===== config.mk =====
export PLATFORM = sky130hd
export DESIGN_NAME = usr_param_sequencer
export DESIGN_NICKNAME = d
export VERILOG_FILES = /design/src/rtl/usr_pkg.sv /design/src/rtl/usr_step_logic.sv /design/src/rtl/usr_param_sequencer.sv
export SDC_FILE = /design/constraint.sdc
export NUM_CORES = 1
export LEC_CHECK = 0
export CORE_UTILIZATION = 25
export DETAILED_ROUTE_END_ITERATION = 8
export PLACE_DENSITY = 0.57
export SLEW_MARGIN = 30
export SYNTH_ARGS = -nofsm -noshare
export SYNTH_HDL_FRONTEND = slang
export SYNTH_SLANG_ARGS = --single-unit

===== constraint.sdc =====
create_clock -name clk -period 2.2 [get_ports clk]
set_input_delay 0.44 -clock clk [delete_from_list [all_inputs] [get_ports clk]]
set_output_delay 0.44 -clock clk [all_outputs]
set_load 0.05 [all_outputs]

===== src/rtl/usr_pkg.sv =====
// Shared definitions for the universal shift register sequencer.
// Holds the mode codes, the FSM state type and the op_count width helper.
package usr_pkg;

  localparam logic [2:0] USR_HOLD = 3'b000;
  localparam logic [2:0] USR_SHR  = 3'b001;
  localparam logic [2:0] USR_SHL  = 3'b010;
  localparam logic [2:0] USR_LOAD = 3'b011;
  localparam logic [2:0] USR_ROR  = 3'b100;
  localparam logic [2:0] USR_ROL  = 3'b101;
  localparam logic [2:0] USR_ASR  = 3'b110;

  typedef enum logic {
    ST_IDLE = 1'b0,
    ST_RUN  = 1'b1
  } usr_state_e;

  function automatic int usr_cnt_w(input int width);
    return $clog2(width + 1);
  endfunction

endpackage


===== src/rtl/usr_step_logic.sv =====
// One-step next value of the shift register for a given mode.
// Rotate modes exist only when USR_ROTATE_EN is defined; otherwise they hold.
module usr_step_logic
  import usr_pkg::*;
#(
  parameter int WIDTH = 8
) (
  input  logic [2:0]       mode,
  input  logic [WIDTH-1:0] cur,
  input  logic             serial_in_right,
  input  logic             serial_in_left,
  input  logic [WIDTH-1:0] load_data,
  output logic [WIDTH-1:0] nxt
);

  always_comb begin
    nxt = cur;
    case (mode)
      USR_SHR:  nxt = {serial_in_right, cur[WIDTH-1:1]};
      USR_SHL:  nxt = {cur[WIDTH-2:0], serial_in_left};
      USR_LOAD: nxt = load_data;
      USR_ASR:  nxt = {cur[WIDTH-1], cur[WIDTH-1:1]};
`ifdef USR_ROTATE_EN
      USR_ROR:  nxt = {cur[0], cur[WIDTH-1:1]};
      USR_ROL:  nxt = {cur[WIDTH-2:0], cur[WIDTH-1]};
`endif
      default:  nxt = cur;
    endcase
  end

endmodule


===== src/rtl/usr_param_sequencer.sv =====
// Universal shift register with a multi-step operation sequencer (FSM, step counter, register).
// Build option: define USR_ROTATE_EN to enable ROR/ROL; otherwise those modes are no-ops.
//
// state   | meaning
// --------+-------------------------------------------------------------
// ST_IDLE | op_ready high; an accepted op latches mode, data and count
// ST_RUN  | one step per clock until the counter reaches terminal count
module usr_param_sequencer
  import usr_pkg::*;
#(
  parameter  int WIDTH = 8,
  localparam int CNT_W = usr_cnt_w(WIDTH)
) (
  input  logic             clk,
  input  logic             clear_n,
  input  logic             op_valid,
  output logic             op_ready,
  input  logic [2:0]       op_mode,
  input  logic [CNT_W-1:0] op_count,
  input  logic             serial_in_right,
  input  logic             serial_in_left,
  input  logic [WIDTH-1:0] parallel_in,
  output logic [WIDTH-1:0] out,
  output logic             serial_out_right,
  output logic             serial_out_left,
  output logic             busy,
  output logic             done
);

  localparam logic [CNT_W-1:0] WIDTH_C = CNT_W'(WIDTH);
  localparam logic [CNT_W-1:0] ONE_C   = CNT_W'(1);

  usr_state_e       state_q, state_d;
  logic [WIDTH-1:0] out_q, out_d;
  logic [WIDTH-1:0] data_q, data_d;
  logic [2:0]       mode_q, mode_d;
  logic [CNT_W-1:0] steps_q, steps_d;
  logic             done_q, done_d;
  logic [CNT_W-1:0] sat_count;
  logic [CNT_W-1:0] eff_count;
  logic [WIDTH-1:0] step_val;

  usr_step_logic #(.WIDTH(WIDTH)) u_step (
    .mode            (mode_q),
    .cur             (out_q),
    .serial_in_right (serial_in_right),
    .serial_in_left  (serial_in_left),
    .load_data       (data_q),
    .nxt             (step_val)
  );

  // Steps to run for the requested op; zero marks a no-op that still completes at T1.
  always_comb begin
    sat_count = (op_count > WIDTH_C) ? WIDTH_C : op_count;
    eff_count = '0;
    case (op_mode)
      USR_SHR, USR_SHL, USR_ASR: eff_count = sat_count;
      USR_LOAD:                  eff_count = ONE_C;
`ifdef USR_ROTATE_EN
      USR_ROR, USR_ROL:          eff_count = sat_count;
`endif
      default:                   eff_count = '0;
    endcase
  end

  always_ff @(posedge clk or negedge clear_n) begin
    if (!clear_n) begin
      state_q <= ST_IDLE;
      out_q   <= '0;
      data_q  <= '0;
      mode_q  <= USR_HOLD;
      steps_q <= '0;
      done_q  <= 1'b0;
    end else begin
      state_q <= state_d;
      out_q   <= out_d;
      data_q  <= data_d;
      mode_q  <= mode_d;
      steps_q <= steps_d;
      done_q  <= done_d;
    end
  end

  always_comb begin
    state_d = state_q;
    out_d   = out_q;
    data_d  = data_q;
    mode_d  = mode_q;
    steps_d = steps_q;
    done_d  = 1'b0;
    case (state_q)
      ST_IDLE: begin
        if (op_valid) begin
          state_d = ST_RUN;
          mode_d  = op_mode;
          data_d  = parallel_in;
          steps_d = eff_count;
        end
      end
      ST_RUN: begin
        if (steps_q != '0) begin
          out_d   = step_val;
          steps_d = steps_q - ONE_C;
        end
        if (steps_q <= ONE_C) begin
          state_d = ST_IDLE;
          done_d  = 1'b1;
        end
      end
      default: state_d = ST_IDLE;
    endcase
  end

  assign op_ready         = (state_q == ST_IDLE);
  assign busy             = (state_q == ST_RUN);
  assign done             = done_q;
  assign out              = out_q;
  assign serial_out_right = out_q[0];
  assign serial_out_left  = out_q[WIDTH-1];

endmodule


==> summary.md <==
The run finished with clean final reports. The run gives 4.86 mm as the global-route wire length before repair. The count of buffers added on input and output ports is 32.

The tools report the startpoint of the worst setup timing path as busy. The average instance in the mapped netlist occupies 11.9 um^2. The critical path is of the reg2out type. The first TritonRoute pass finished after 4 iterations. For flop-to-flop paths, the worst setup slack is 0.34 ns.

The maximum number of pins on one net before global-route repair was 26. In this run the critical register-to-register path is captured at out[0]. Combinational logic burns 57.8% of the power. The run gives 9.4% as the part of the total power dissipated in the clock network. TritonCTS built the clock tree. After layout, the minimum clock period comes to 2.10 ns.

For the count of cell types in the netlist, the log shows 32. The mean routed wirelength per cell was 12.5 um; the transition time at the pin with the least slew margin was 0.530 ns. The analysis attributes to cell leakage a power of 0.751 nW.

For this run, design rule violations remaining after detail routing come to 0. The switching power was 1.25 mW; the count of buffers added by post-CTS timing repair for setup was 0. Cell internal power was estimated by the tool at 1.62 mW. The worst hold path begins at data_q[6]. The number of nets handed over by synthesis was 139. The number of cells on the worst hold path was 1; the number of global-route vias before repair was 1037. The slowest stage of the critical path belongs to the cell sky130_fd_sc_hd__clkdlybuf4s50_1.

The logs give 1 for the H-tree level count and 0 for the max-capacitance violation count. The repair_antennas step left the layout with diodes totalling 0. The final count of pins violating max slew is 0. The die is 76.2 um wide. The clock transition at the registers of the reported paths is 0.09 ns, and the count of hold buffers inserted by post-cts repair is 0. Of all flip-flops after synthesis, the portion carrying an async set or reset was 100%. The number of clock buffers added by TritonCTS is 3. During I/O placement, the number of pins put on the boundary was 33.

Counting flops with a built-in enable in the synthesized netlist gives 0. The depth of the most critical reg-to-reg path was 5; the clock insertion delay at the later pin of the skew report was 0.26 ns. The HPWL after detailed placement came out at 2.12 mm. Number of nets in the layout: 174.

The DRC marker count from the first detailed-route iteration is 30, and the routed wire length is 2.76 mm. The logs give 1.66 ns for the arrival time of the worst setup path and 2 for the maximum buffer depth of the clock tree. The run gives 116 as the count of mapped cells out of synthesis. The worst setup path is captured at an output port. Data on the critical path is required at its endpoint by 1.76 ns. Relative to the synthesized area, the layout overhead comes to 31.5%.

For hold timing, the worst endpoint is data_q[6]. The largest delay contributor family on the critical path is buffers and inverters. The delay contributed by the slowest stage of the critical path is 0.87 ns. After detailed routing, the number of vias per cell comes to 4.51. In the final timing run, aggregate negative setup slack is 0 ns. The sequential group share of total power was 32.7%. The total of warnings raised by yosys is 0, and the switching power share of the total is 43.5%. Across the VDD grid, the largest voltage drop is 0.000866 V.

Setup violations remaining at the end of the flow were counted as 0. Clock tree synthesis found a total of 25 sinks. Gates resized during post-CTS repair numbered 0.

Setup repair after global routing left no endpoint under its margin. Power spread over the standard cell area amounts to 1590 nW/um^2. The tools report the number of failing hold endpoints at the final stage as 0.

The run gives 537 as the number of fill cells. In this run the core area contains 26 standard-cell rows. The fraction of layout cells with a size suffix above 1 is 24.0%, and the vertical die dimension is 76.2 um. Number of antenna violations at the first check in global routing: 0. Of the synthesized area, sequential elements account for 45.5%. In the global route stage, overall resource usage came out at 10.3%.

After layout, the worst path uses 95.3% of the clock period. The launching element type of the critical path was a flop. Aggregate global routing overflow: 0. The hold slack was 0.508 ns; the buffer and inverter count on the worst path was 1. The setup clock skew after layout is 0.00305 ns. In this run, synthesis produced a sequential element count of 25. Routability-driven placement finished with a final weighted congestion of 0.828. The maximum fanout count along the critical path is 11, and the die area is 5800 um^2.

Headroom to the max-slew limit came out at 64.6%. The run gives 0 as the count of nets left with antenna violations after detail routing. The tree is rooted in a sky130_fd_sc_hd__clkbuf_8. Traced cell by cell, the critical path runs through clkdlybuf4s50_1. The starting utilization of the core area is 26.4%.

The overall via count from detail_route was 992. Derived from the worst setup path, the maximum achievable clock frequency is 477 MHz. The worst hold-check path type was reg2reg. The region available for standard cell placement spans 5200 um^2. The most used flip-flop cell after synthesis is sky130_fd_sc_hd__dfrtp_1. Reg-to-reg startpoint: steps_q[0]. The tools report the cell area after synthesis as 1380 um^2.
[worst register-to-register path, stage by stage, from the launching register on]
cell and delay (ns):
sky130_fd_sc_hd__dfrtp_1 0.39, sky130_fd_sc_hd__inv_1 0.09, sky130_fd_sc_hd__ha_1 0.23, sky130_fd_sc_hd__nor3b_2 0.19, sky130_fd_sc_hd__a211oi_4 0.44, sky130_fd_sc_hd__mux2_2 0.40
[sequential cells by signal (all words and copies together) (netlist names)]
name     count
data_q       8
mode_q       3
busy         1
out          8
steps_q      4
done         1
[power by group through the flow]
stage	sequential (mW)	combinational, mW	clock (mW)
6_report	0.940	1.66	0.270
4_1_cts	0.946	1.68	0.281
3_5_place_dp	0.952	1.66	0
2_1_floorplan	1.17	1.02	0
3_3_place_gp	0.949	1.65	0
5_1_grt	0.991	1.79	0.299
[worst max-delay path by stage]
stage / to / slack, ns / cells after the start
floorplan: out[0] / 0.42 / 4
global placement: steps_q[0] / 0.36 / 5
detailed placement: out[0] / 0.37 / 5
CTS: busy / 0.1 / 1
global route: busy / 0.04 / 1
finish: busy / 0.10 / 1
[cell type report]
cell class | count | area (um^2) | area share, %
multi-input combinational | 76 | 664 | 36.7
sequential | 25 | 626 | 34.6
timing repair buffer | 37 | 355 | 19.7
tap | 70 | 87.6 | 4.84
clock buffer | 4 | 45.0 | 2.49
inverter | 8 | 30.0 | 1.66
[cell usage in the layout (no fill, tap or decap), drive strengths merged, types with 4 or more instances in the layout]
master	Yosys	routed
buf	6	6
clkbuf	1	4
clkdlybuf4s50	0	31
dfrtp	25	25
inv	8	8
mux2	23	23
mux2i	11	11
nor2	5	5
nor2b	5	5
[logic make-up (layout without fill, tap and decap cells)]
logic type | Yosys count | count (layout) | synth area share [%]
buf+inv | 15 | 49 | 6.19
mux | 34 | 34 | 26.8
fa+ha+maj | 3 | 3 | 2.73
flops | 25 | 25 | 45.5
compound gates | 16 | 16 | 9.19
simple gates | 23 | 23 | 9.55
[cell usage after synthesis, drive strengths merged, types with 2 or more instances]
master | n | area, um^2
ha | 3 | 37.5
mux2i | 11 | 110
nor3b | 2 | 20.0
dfrtp | 25 | 626
nor2 | 5 | 18.8
inv | 8 | 30.0
nand2 | 3 | 11.3
a211oi | 2 | 27.5
nor3 | 3 | 15.0
mux2 | 23 | 259
nor2b | 5 | 31.3
o211ai | 3 | 22.5
a21oi | 3 | 15.0
buf | 6 | 50.0
[per-layer routing]
layer	share of wire (%)	up-vias	global-route usage [%]
li1	-	481	-
met1	46	478	12.3
met2	47	33	18.3
met3	7.2	0	3.47
met4	0	0	1.73
met5	0	-	0
[through the flow]
step	worst slack [ns]	util [%]	std cells	power, mW	cell area [um^2]
floorplan	0.420	-	116	2.19	1380
global placement	0.356	33.9	216	2.60	1760
detailed placement	0.366	33.9	216	2.61	1760
CTS	0.0954	34.7	220	2.90	1810
global route	0.0367	34.7	220	3.08	1810
finish	0.103	34.7	220	2.87	1810
Note: power is estimated with default switching activity, not from simulation.
